<file path="src/rtl/fetch_ctrl.sv">
// Instruction fetch controller: requests one instruction at the current PC, holds it
// for decode until accepted, then steps the PC (sequential or branch target).
module fetch_ctrl #(
  parameter int WIDTH   = 32,
  parameter int TIMEOUT = 15
) (
  input  logic             clk,
  input  logic             rst,
  input  logic [WIDTH-1:0] PC,
  output logic             PCsrc,
  output logic             pc_en,
  output logic             imem_req,
  output logic [WIDTH-1:0] imem_addr,
  input  logic             imem_ack,
  input  logic [31:0]      imem_rdata,
  output logic [31:0]      instr,
  output logic             instr_valid,
  input  logic             stall,
  input  logic             branch_taken,
  input  logic             halt,
  output logic             fetch_err,
  output logic [31:0]      retire_cnt
);

  localparam int CNT_W = $clog2(TIMEOUT + 1);

  typedef enum logic [2:0] {
    S_IDLE,
    S_FETCH,
    S_ISSUE,
    S_HALTED,
    S_ERROR
  } state_t;

  state_t           state_q, state_d;
  logic [31:0]      instr_q, instr_d;
  logic [31:0]      retire_q, retire_d;
  logic [CNT_W-1:0] to_cnt_q, to_cnt_d;
  logic             aligned;
  logic             accept;

  assign aligned = (PC[1:0] == 2'b00);
  assign accept  = (state_q == S_ISSUE) && !stall;

  always_ff @(posedge clk or negedge rst) begin
    if (!rst) begin
      state_q  <= S_IDLE;
      instr_q  <= '0;
      retire_q <= '0;
      to_cnt_q <= '0;
    end else begin
      state_q  <= state_d;
      instr_q  <= instr_d;
      retire_q <= retire_d;
      to_cnt_q <= to_cnt_d;
    end
  end

  // The timeout counter is held at zero outside FETCH, so every FETCH entry starts from zero.
  always_comb begin
    state_d  = state_q;
    instr_d  = instr_q;
    retire_d = retire_q;
    to_cnt_d = '0;
    case (state_q)
      S_IDLE:   state_d = halt ? S_HALTED : S_FETCH;
      S_FETCH: begin
        if (!aligned) begin
          state_d = S_ERROR;
        end else if (imem_ack) begin
          instr_d = imem_rdata;
          state_d = S_ISSUE;
        end else if (to_cnt_q == CNT_W'(TIMEOUT - 1)) begin
          state_d = S_ERROR;
        end else begin
          to_cnt_d = to_cnt_q + 1'b1;
        end
      end
      S_ISSUE: begin
        if (!stall) begin
          retire_d = retire_q + 32'd1;
          state_d  = halt ? S_HALTED : S_FETCH;
        end
      end
      S_HALTED: if (!halt) state_d = S_FETCH;
      S_ERROR:  state_d = S_ERROR;
      default:  state_d = S_IDLE;
    endcase
  end

  // Outputs decode from reset-cleared state, so they drop together with rst.
  assign imem_req    = (state_q == S_FETCH) && aligned;
  assign imem_addr   = imem_req ? PC : '0;
  assign pc_en       = accept;
  assign PCsrc       = accept && branch_taken;
  assign instr_valid = (state_q == S_ISSUE);
  assign fetch_err   = (state_q == S_ERROR);
  assign instr       = instr_q;
  assign retire_cnt  = retire_q;

endmodule

</file>
<file path="config.mk">
export PLATFORM = sky130hd
export DESIGN_NAME = fetch_ctrl
export DESIGN_NICKNAME = d
export VERILOG_FILES = /design/src/rtl/fetch_ctrl.sv
export SDC_FILE = /design/constraint.sdc
export NUM_CORES = 1
export LEC_CHECK = 0
export ABC_AREA = 0
export CAP_MARGIN = 20
export CORE_AREA = 8 8 105 107
export DETAILED_ROUTE_END_ITERATION = 12
export DIE_AREA = 0 0 113 115
export GPL_ROUTABILITY_DRIVEN = 0
export PLACE_DENSITY = 0.85
export SLEW_MARGIN = 0
export SYNTH_ARGS = -nofsm -noshare
export SYNTH_HDL_FRONTEND = slang
export SYNTH_SLANG_ARGS = --single-unit
</file>
<file path="constraint.sdc">
create_clock -name clk -period 2.5 [get_ports clk]
set_clock_uncertainty 0.05 [all_clocks]
set_input_delay 0.25 -clock clk [delete_from_list [all_inputs] [get_ports clk]]
set_output_delay 0.25 -clock clk [all_outputs]
set_load 0.05 [all_outputs]
</file>
-- Word-level counts from Yosys, hierarchy flattened
Index checks and enable logic that the tools add are counted.
- output and inout bits: 101
- input bits: 70
- register bits after elaboration: 71
- logic and storage cells: 36
- bitwise gates (word level): 1
- add/subtract/negate cells: 2
- reduce and logical (&&, ||, !) cells: 9
- equal/unequal tests: 8
- multiplexer cells: 12
- operators by type and width (operator ; count):
    32-bit by 1-bit adder with 32-bit output, second input constant ; 1
    32-bit two-way mux ; 1
    4-bit two-way mux ; 4
    3-bit two-way mux ; 5
    3-bit case mux with 5 select lines ; 1
    3-bit by 2-bit == test with 1-bit output, second input constant ; 2
    3-bit AND reduction ; 2
    4-bit by 1-bit adder with 4-bit output, second input constant ; 1
    4-bit == test, second input constant ; 1
    2-bit inequality test, second input constant ; 2
    4-bit inequality test, second input constant ; 1
    3-bit by 1-bit == test with 1-bit output, second input constant ; 1
    3-bit == test, second input constant ; 1
    1-bit logical AND ; 3
    3-bit zero test ; 1
    2-bit zero test ; 1
    2-bit two-way mux ; 1
    2-bit AND reduction ; 1
    1-bit zero test ; 1
    1-bit inverter ; 1

-- Longest topological paths before layout
Gate-level depths: netlist of run 1.
- depth in word-level cells: 5
- depth in mapped cells: 6
- gate-level depth less buffers: 5

-- Worst setup path before layout of run 1
OpenSTA, ideal clock, no wires.
- path type: reg-to-output
- start point: reg state_q[0]
- end point: out imem_addr[23]
- setup slack: -0.111 ns
- arrival: 2.311 ns
- cell stages (with the launch flop): 5
- buffers on the path: 1
- cell sequence: dfrtp_1 > or2b_1 > nor4_1 > clkbuf_1 > and2_1
- word-level cells in the longest chain between the ends: 3
- ends and longest elaborated chain (what ; line ; text):
    start: declaration ; 35 ; state_t state_q, state_d;
    start signal: assignment ; 52 ; state_q <= state_d;
    3-bit by 1-bit == test with 1-bit output ; 92 ; assign imem_req = (state_q == S_FETCH) && aligned;
    1-bit logical AND ; 92 ;
    via imem_req ; 12 ; output logic imem_req,
    32-bit two-way mux ; 93 ; assign imem_addr = imem_req ? PC : '0;
    end: declaration ; 13 ; output logic [WIDTH-1:0] imem_addr,
The timed path passes the listed nets, and every way through them passes these cells.

-- Worst setup path in the final report of run 1
- start point: reg state_q[1]
- end point: out imem_addr[5]
- word-level cells in the longest chain between the ends: 3
- ends and longest elaborated chain (what ; line):
    3-bit by 1-bit == test with 1-bit output ; 92
    1-bit logical AND ; 92
    32-bit two-way mux ; 93
No other way between the ends.

==> results of run 1 <==
what timing repair did:
item	in CTS	in global routing
hold buffers	1	0
hold endpoints to repair	26	0
setup endpoints to repair	0	30
gates resized for setup	0	1
synth_stat cells:
cell type and count:
dfrtp_1 71, mux2_2 32, mux2i_1 1, nor2_1 18, nand2_1 21, xnor2_1 20, a211oi_1 1, or4b_1 1
nor3b_1 2, nor4_1 1, clkbuf_1 4, a32oi_1 1, a31oi_1 1, buf_2 3, or2b_1 1, and3_2 1
nand4_2 1, a21oi_1 4, nor2b_1 1, conb_1 1, nor4_4 1, nand2b_1 1, nand4_1 7, and3_1 5
nand3_1 9, nor3_1 4, buf_4 2, xor2_1 13, inv_1 7, and2_1 31, ha_1 3, and4_1 1
or3b_1 1
placed cells by master, fill, tap and decap left out, types with 2 or more instances in the layout:
master and instances:
clkdlybuf4s50_1 134, dfrtp_1 71, buf_12 34, mux2_2 32, and2_1 31, nand2_1 21
xnor2_1 20, nor2_1 18, xor2_1 13, clkbuf_8 12, nand3_1 9, buf_4 9
inv_1 7, nand4_1 7, and3_1 5, nor3_1 4, a21oi_1 4, ha_1 3
nor3b_1 2, conb_1 2, clkbuf_1 2
area by class of cell:
class                      count  area (µm²)
multi-input combinational    185        1340
clock buffer                  14         173
timing repair buffer         180        2120
tap                          114         143
clock inverter                 2        37.5
fill                         757        3840
sequential                    71        1780
inverter                       7        26.3
cells by family (layout without fill, tap and decap cells):
logic type               Yosys count  count (layout)  synth area share
XOR/XNOR                          33              33            0.0908
multiplexers                      33              33             0.116
buffers and inverters             16             203            0.0224
flip-flops                        71              71             0.558
AO/OA/AOI/OAI                      7               7            0.0134
AND/OR/NAND/NOR                  107             107             0.186
adder cells (fa/ha/maj)            3               3            0.0118
other                              1               2           0.00118
per-layer routing:
layer	GRT usage	up-vias
li1	-	1267
met1	0.151	1265
met2	0.268	120
met3	0.0678	15
met4	0.0710	0
met5	0	-
report_power, final:
part	switching [W]	total [W]	internal [W]
Sequential	0.000181	0.00164	0.00146
Combinational	0.00171	0.00279	0.00108
Clock	0.000410	0.000955	0.000544
Total	0.00230	0.00539	0.00308
worst max path at each step:
stage	startpoint	to	slack, ps	cells past startpoint
after floorplan	state_q[0]$_DFFE_PN0P_	imem_addr[23]	120	4
after global placement	stall	retire_cnt[29]$_DFFE_PN0P_	40	7
after detailed placement	stall	retire_cnt[21]$_DFFE_PN0P_	20	7
after CTS	state_q[0]$_DFFE_PN0P_	imem_addr[5]	100	6
after global routing	state_q[0]$_DFFE_PN0P_	imem_addr[9]	5	6
final	state_q[1]$_DFFE_PN0P_	imem_addr[5]	160	5
flip-flops by register name, indices dropped and copies added, names as in the netlist:
name and count:
retire_cnt 32, to_cnt_q 4, state_q 3, instr 32
worst reg2reg max path, stage by stage, from the launching register on:
cell,delay (ps)
dfrtp_1,470
or4b_1,560
nor4_4,370
buf_4,180
and3_2,230
and3_1,180
xor2_1,140
metrics by stage:
step           hold slack [ps]  std cells  power [W]  instance area (µm²)
2_1_floorplan            -95.6        272    0.00332                 3190
3_3_place_gp               242        556    0.00440                 5390
3_5_place_dp               262        556    0.00448                 5390
4_1_cts                    452        573    0.00545                 5610
5_1_grt                    450        573    0.00564                 5620
6_report                   448        573    0.00539                 5620
==> out/metrics.csv, run 1 <==
stage;metric;value;unit
run_status;status;finished clean;
yosys;synth_top_area_frac;0.558;
cts;clockRootBuffer;clkbuf_8;
grt;grt-ovfl-total;0;
worst_setup_path;cpPeakStageDelay;460;ps
layout;final_core_util;0.594;
yosys;netlist_area;0.00318;mm²
yosys;yosysTopAreaCell;dfrtp_1;
worst_setup_path;cp.required;2200;ps
yosys;ys_warn_count;0;
place;hpwl;7930;µm
layout;num_antenna_cells;0;
routing;viasPerCell;4.65;
cts;clock_latency;340;ps
worst_setup_path;path_class;reg -> out;
routing;wl_met3;1000;µm
worst_setup_path;crit_path_top_delay_cell;dfrtp_1;
grt;grt_pass1_wl;15600;µm
sta;timing.final.crit_share;0.934;
cts;post_cts_buffers;0;
worst_setup_path;regToRegEndpoint;retire_cnt[21]$_DFFE_PN0P_;
cts;cts_tree;done;
min_path;hold_path_class;in -> async;
routing;num_vias;2667;
routing;wl_met2;4930;µm
worst_setup_path;reg2reg_depth;6;
worst_setup_path;crit_fanout;31;
layout;final_net_count;527;
cts;cts_max_level;3;
yosys;avgSynthCellArea;11.7;µm²
worst_setup_path;crit_path_start_kind;register;
yosys;syn_inst;271;
sta;period_needed;2340;ps
cts;clkTransAtPathRegs;70;ps
floorplanning;io_pins;171;
floorplanning;dieHeight;115;µm
cts;cts.sinks;71;
routing;ant_nets;0;
cts;cts_made_buffers;9;
routing;drtPass1Iterations;4;
place;port_buffers;168;
pwr;powerDensity;959;mW/mm²
routing;drt_iter0_markers;90;
worst_setup_path;critPathBufInv;2;
worst_setup_path;arrival;2040;ps
routing;wirelength_met1;3490;µm
routing;wl;9640;µm
grt;grt_max_degree;46;
grt;antenna_found_initial;0;
worst_setup_path;r2r_start;state_q[1]$_DFFE_PN0P_;
grt;grt_pass1_vias;2983;
sta;tightest_slew;655;ps
sta;drv_slew;0;
routing;routedWlPerCell;16.8;µm
yosys;synth_area_leaders;dfrtp_1 (56%), mux2_2 (11%), and2_1 (6.1%);
yosys;synth_seq_area_share;0.558;
sta;tns;0;ps
cts;cts_buffer_depth;2;
routing;drcViolationCount;0;
place;post-place-ws;17.8;ps
sta;rsz0062_at_grt;false;
floorplanning;coreArea;0.00946;mm²
sta;fmax;0.428;GHz
yosys;ys_ff_latch;71;
sta;relSlewSlack;0.564;
pwr;ir_drop;0.449;mV
sta;finalSetupViolCount;0;
run;drv_cap;0;
layout;drive_gt1_frac;0.207;
floorplanning;fp-row-count;36;
grt;groute.usage.overall;0.152;
worst_setup_path;cp-end-kind;output pin;
sta;setup_ws;164;ps
worst_setup_path;path_cells;or2b_1 > nor4_2 > buf_6 > and2_1 > buf_12;
floorplanning;die_w;113;µm
floorplanning;start_util;0.336;
pwr;p_leak;2.47;nW
worst_setup_path;crit_family;simple AND/OR/NAND/NOR gates;
sta;hold_viol_final;0;
routing;top_layer;met4;
layout;area_growth;76.5;%
yosys;yosys.cell_types.count;33;
floorplanning;die-area;0.0130;mm²
worst_setup_path;rrSetupSlack;250;ps
(Power assumes the default switching activity.)
==> run 2: changes to the inputs <==
--- a/config.mk
+++ b/config.mk
@@ -16,3 +16,4 @@
 export SYNTH_ARGS = -nofsm -noshare
 export SYNTH_HDL_FRONTEND = slang
 export SYNTH_SLANG_ARGS = --single-unit
+export TNS_END_PERCENT = 100
==> results of run 2 <==
Final layout, timing and power as in run 1 (identical DEF).
==> run 3: changes to the inputs <==
--- a/config.mk
+++ b/config.mk
@@ -5,13 +5,13 @@
 export SDC_FILE = /design/constraint.sdc
 export NUM_CORES = 1
 export LEC_CHECK = 0
-export ABC_AREA = 0
+export ABC_AREA = 1
 export CAP_MARGIN = 20
-export CORE_AREA = 8 8 105 107
+export CORE_AREA = 8 8 109 111
 export DETAILED_ROUTE_END_ITERATION = 12
-export DIE_AREA = 0 0 113 115
+export DIE_AREA = 0 0 117 119
 export GPL_ROUTABILITY_DRIVEN = 0
-export PLACE_DENSITY = 0.85
+export PLACE_DENSITY = 0.87
 export SLEW_MARGIN = 0
 export SYNTH_ARGS = -nofsm -noshare
 export SYNTH_HDL_FRONTEND = slang
==> out/metrics.csv, run 3 <==
stage;metric;value;unit;change
run_status;status;finished clean;;
yosys;synth-simple-area-share;0.364;;+0.179
cts;cts_tree;done;;
sta;finalSetupViolCount;0;;unchanged
layout;final_net_count;724;;+37%
layout;num_antenna_cells;0;;unchanged
sta;drv_slew;0;;unchanged
cts;clock_latency;340;ps;about the same
worst_setup_path;path_class;reg -> out;;
cts;cts_resized;0;;unchanged
yosys;yosysTopAreaCell;dfrtp_1;;
yosys;synth_area_leaders;dfrtp_1 (48%), nand2_1 (17%), nor2_1 (7.2%);;
sta;tightest_slew;889;ps;+234 ps
floorplanning;start_util;0.370;;+0.0333
floorplanning;fp-row-count;37;;+2.8%
sta;timing.final.crit_share;0.921;;-0.0129
worst_setup_path;rrSetupSlack;590;ps;+340 ps
grt;antenna_found_initial;0;;unchanged
worst_setup_path;cpPeakStageDelay;480;ps;+20 ps
yosys;synth_seq_area_share;0.476;;-0.0822
layout;n_fill_cell;847;;+12%
yosys;netlist_area;0.00373;mm²;+17%
sta;fmax;0.434;GHz;+1.4%
grt;grt_pass1_vias;3741;;+25%
run;drv_cap;0;;unchanged
sta;rsz0062_at_grt;false;;
worst_setup_path;r2r_start;state_q[1]$_DFFE_PN0P_;;
worst_setup_path;cp-end-kind;output pin;;
place;hpwl;9690;µm;+22%
yosys;synthArstFlopShare;1.00;;unchanged
layout;ff_latch_area;0.00178;mm²;unchanged
worst_setup_path;crit_path_top_delay_cell;dfrtp_1;;
cts;cts_made_buffers;9;;unchanged
cts;cts_hold_buf;0;;-1
pwr;powerDensity;880;mW/mm²;-8.2%
yosys;ys_warn_count;0;;unchanged
yosys;yosysMostFrequentCell;nand2_1;;
yosys;ys_ff_latch;71;;unchanged
yosys;synth_top_family_by_area;simple AND/OR/NAND/NOR gates;;
yosys;synth_top_area_frac;0.476;;-0.0822
pwr;p_leak;2.86;nW;+16%
floorplanning;dieHeight;119;µm;+3.5%
cts;cts_buffer_depth;2;;unchanged
yosys;syn_inst;480;;+77%
pwr;ir_drop;0.548;mV;+22%
yosys;synth_mux_area_frac;0;;-0.116
yosys;yosys.cell_types.count;30;;-9.1%
routing;drt_iter0_markers;210;;+130%
yosys;synthTopCellsByCount;nand2_1 (168), nor2_1 (72), dfrtp_1 (71), inv_1 (61), nand3_1 (15);;
worst_setup_path;endpoint;imem_addr[19];;
routing;routedWlPerCell;15.2;µm;-9.4%
worst_setup_path;crit_fanout;32;;+3.2%
routing;wl;12100;µm;+25%
layout;drive_gt1_frac;0.127;;-0.0804
layout;final_common_cell;nand2_1;;
worst_setup_path;cp-startpoint;state_q[1]$_DFFE_PN0P_;;
sta;period_needed;2300;ps;-32.3 ps
routing;viasPerCell;4.67;;+0.24%
min_path;hold_path_class;in -> async;;
routing;num_vias;3695;;+39%
sta;holdWs;70.4;ps;-378 ps
grt;groute.usage.overall;0.170;;+0.0178
layout;multi_input_area;0.00162;mm²;+21%
worst_setup_path;path_cells;nor3_4 > nand2_2 > nor2_1 > buf_12;;
grt;grt-ovfl-total;0;;unchanged
floorplanning;coreArea;0.0101;mm²;+6.7%
cts;cts.sinks;71;;unchanged
floorplanning;die-area;0.0139;mm²;+7.1%
yosys;synthAdderAreaFrac;0.0101;;-0.00174
sta;tns;0;ps;unchanged
floorplanning;io_pins;171;;unchanged
sta;relSlewSlack;0.407;;-0.156
layout;final_cell_mix;nand2_1 (168), clkdlybuf4s50_1 (134), nor2_1 (72);;
yosys;synth_edf_count;0;;unchanged
cts;cts_max_level;3;;unchanged
worst_setup_path;reg2reg_depth;6;;unchanged
routing;drtPass1Iterations;6;;+2
worst_setup_path;regToRegEndpoint;instr[31]$_DFFE_PN0P_;;
layout;area_growth;60.9;%;
routing;ant_nets;0;;unchanged
place;port_buffers;168;;unchanged
worst_setup_path;arrival;2000;ps;-40 ps
cts;post_cts_buffers;0;;unchanged
worst_setup_path;crit_path_start_kind;register;;
cts;clockRootBuffer;clkbuf_8;;
yosys;avgSynthCellArea;7.77;µm²;-34%
grt;grt_pass1_wl;18700;µm;+20%
yosys;synth-compound-area-share;0.00738;;-0.00599
worst_setup_path;cp.required;2200;ps;about the same
cts;clkTransAtPathRegs;80;ps;about the same
yosys;synth_xor_area_frac;0.0516;;-0.0392
routing;drcViolationCount;0;;unchanged
floorplanning;die_w;117;µm;+3.5%
sta;hold_viol_final;0;;unchanged
yosys;synthFlopType;dfrtp_1;;
grt;grt_max_degree;72;;+57%
==> run 3: cell types whose count changed in the layout (fill, tap and decap cells not counted), sizes merged, moves of 6 or more <==
cell   change
and2      -30
mux2      -32
nor3       +6
buf        -8
inv       +57
nand3      +7
xnor2     -11
nand2    +153
nor2      +69
==> run 3: area by class of cell <==
type	count	area share
clock buffers	10	0.0229
repair buffers	171	0.336
clock inverters	6	0.00605
multi-input cells	334	0.271
well taps	136	0.0284
flip-flops and latches	71	0.296
inverters	64	0.0400
==> run 3: power breakdown <==
part	internal (W)	switching, W	total [W]
combinational	0.000936	0.00184	0.00278
sequential	0.00146	0.000226	0.00169
clock	0.000382	0.000440	0.000822
total	0.00278	0.00251	0.00528
==> run 3: kinds of logic after synthesis <==
| family | Yosys count |
|---|---|
| compound gates | 5 |
| xor+xnor | 22 |
| fa+ha+maj | 3 |
| buf+inv | 76 |
| flops | 71 |
| other cells | 1 |
| simple gates | 302 |
==> run 3: layer usage <==
layer | track usage | wire, µm
met1 | 0.182 | 4560
met3 | 0.0536 | 1220
met5 | 0 | 0
met4 | 0.0641 | 242
met2 | 0.301 | 6040
==> run 3: stage by stage <==
| stage | utilization | instances | setup WS, ps | cell area [µm²] | total power (W) |
|---|---|---|---|---|---|
| floorplan | - | 481 | 567 | 3730 | 0.00338 |
| global placement | 0.577 | 776 | 459 | 5830 | 0.00443 |
| detailed placement | 0.577 | 776 | 393 | 5830 | 0.00451 |
| CTS | 0.595 | 792 | 159 | 6000 | 0.00535 |
| global route | 0.595 | 792 | 48.0 | 6000 | 0.00554 |
| finish | 0.595 | 792 | 196 | 6000 | 0.00528 |
==> run 3: worst min-delay path by stage <==
stage | to | slack (ps) | depth (start not counted)
2_1_floorplan | instr[0]$_DFFE_PN0P_ | -100 | 0
3_3_place_gp | instr[11]$_DFFE_PN0P_ | 400 | 2
3_5_place_dp | instr[8]$_DFFE_PN0P_ | 410 | 2
4_1_cts | instr[28]$_DFFE_PN0P_ | 90 | 2
5_1_grt | instr[22]$_DFFE_PN0P_ | 150 | 2
6_report | instr[29]$_DFFE_PN0P_ | 70 | 2
==> run 3: critical path: cells and delay by family, from the launching register on <==
| family | cells | cell delay (ps) |
|---|---|---|
| flip-flops | 1 | 480 |
| buffers and inverters | 1 | 190 |
| AND/OR/NAND/NOR | 3 | 990 |
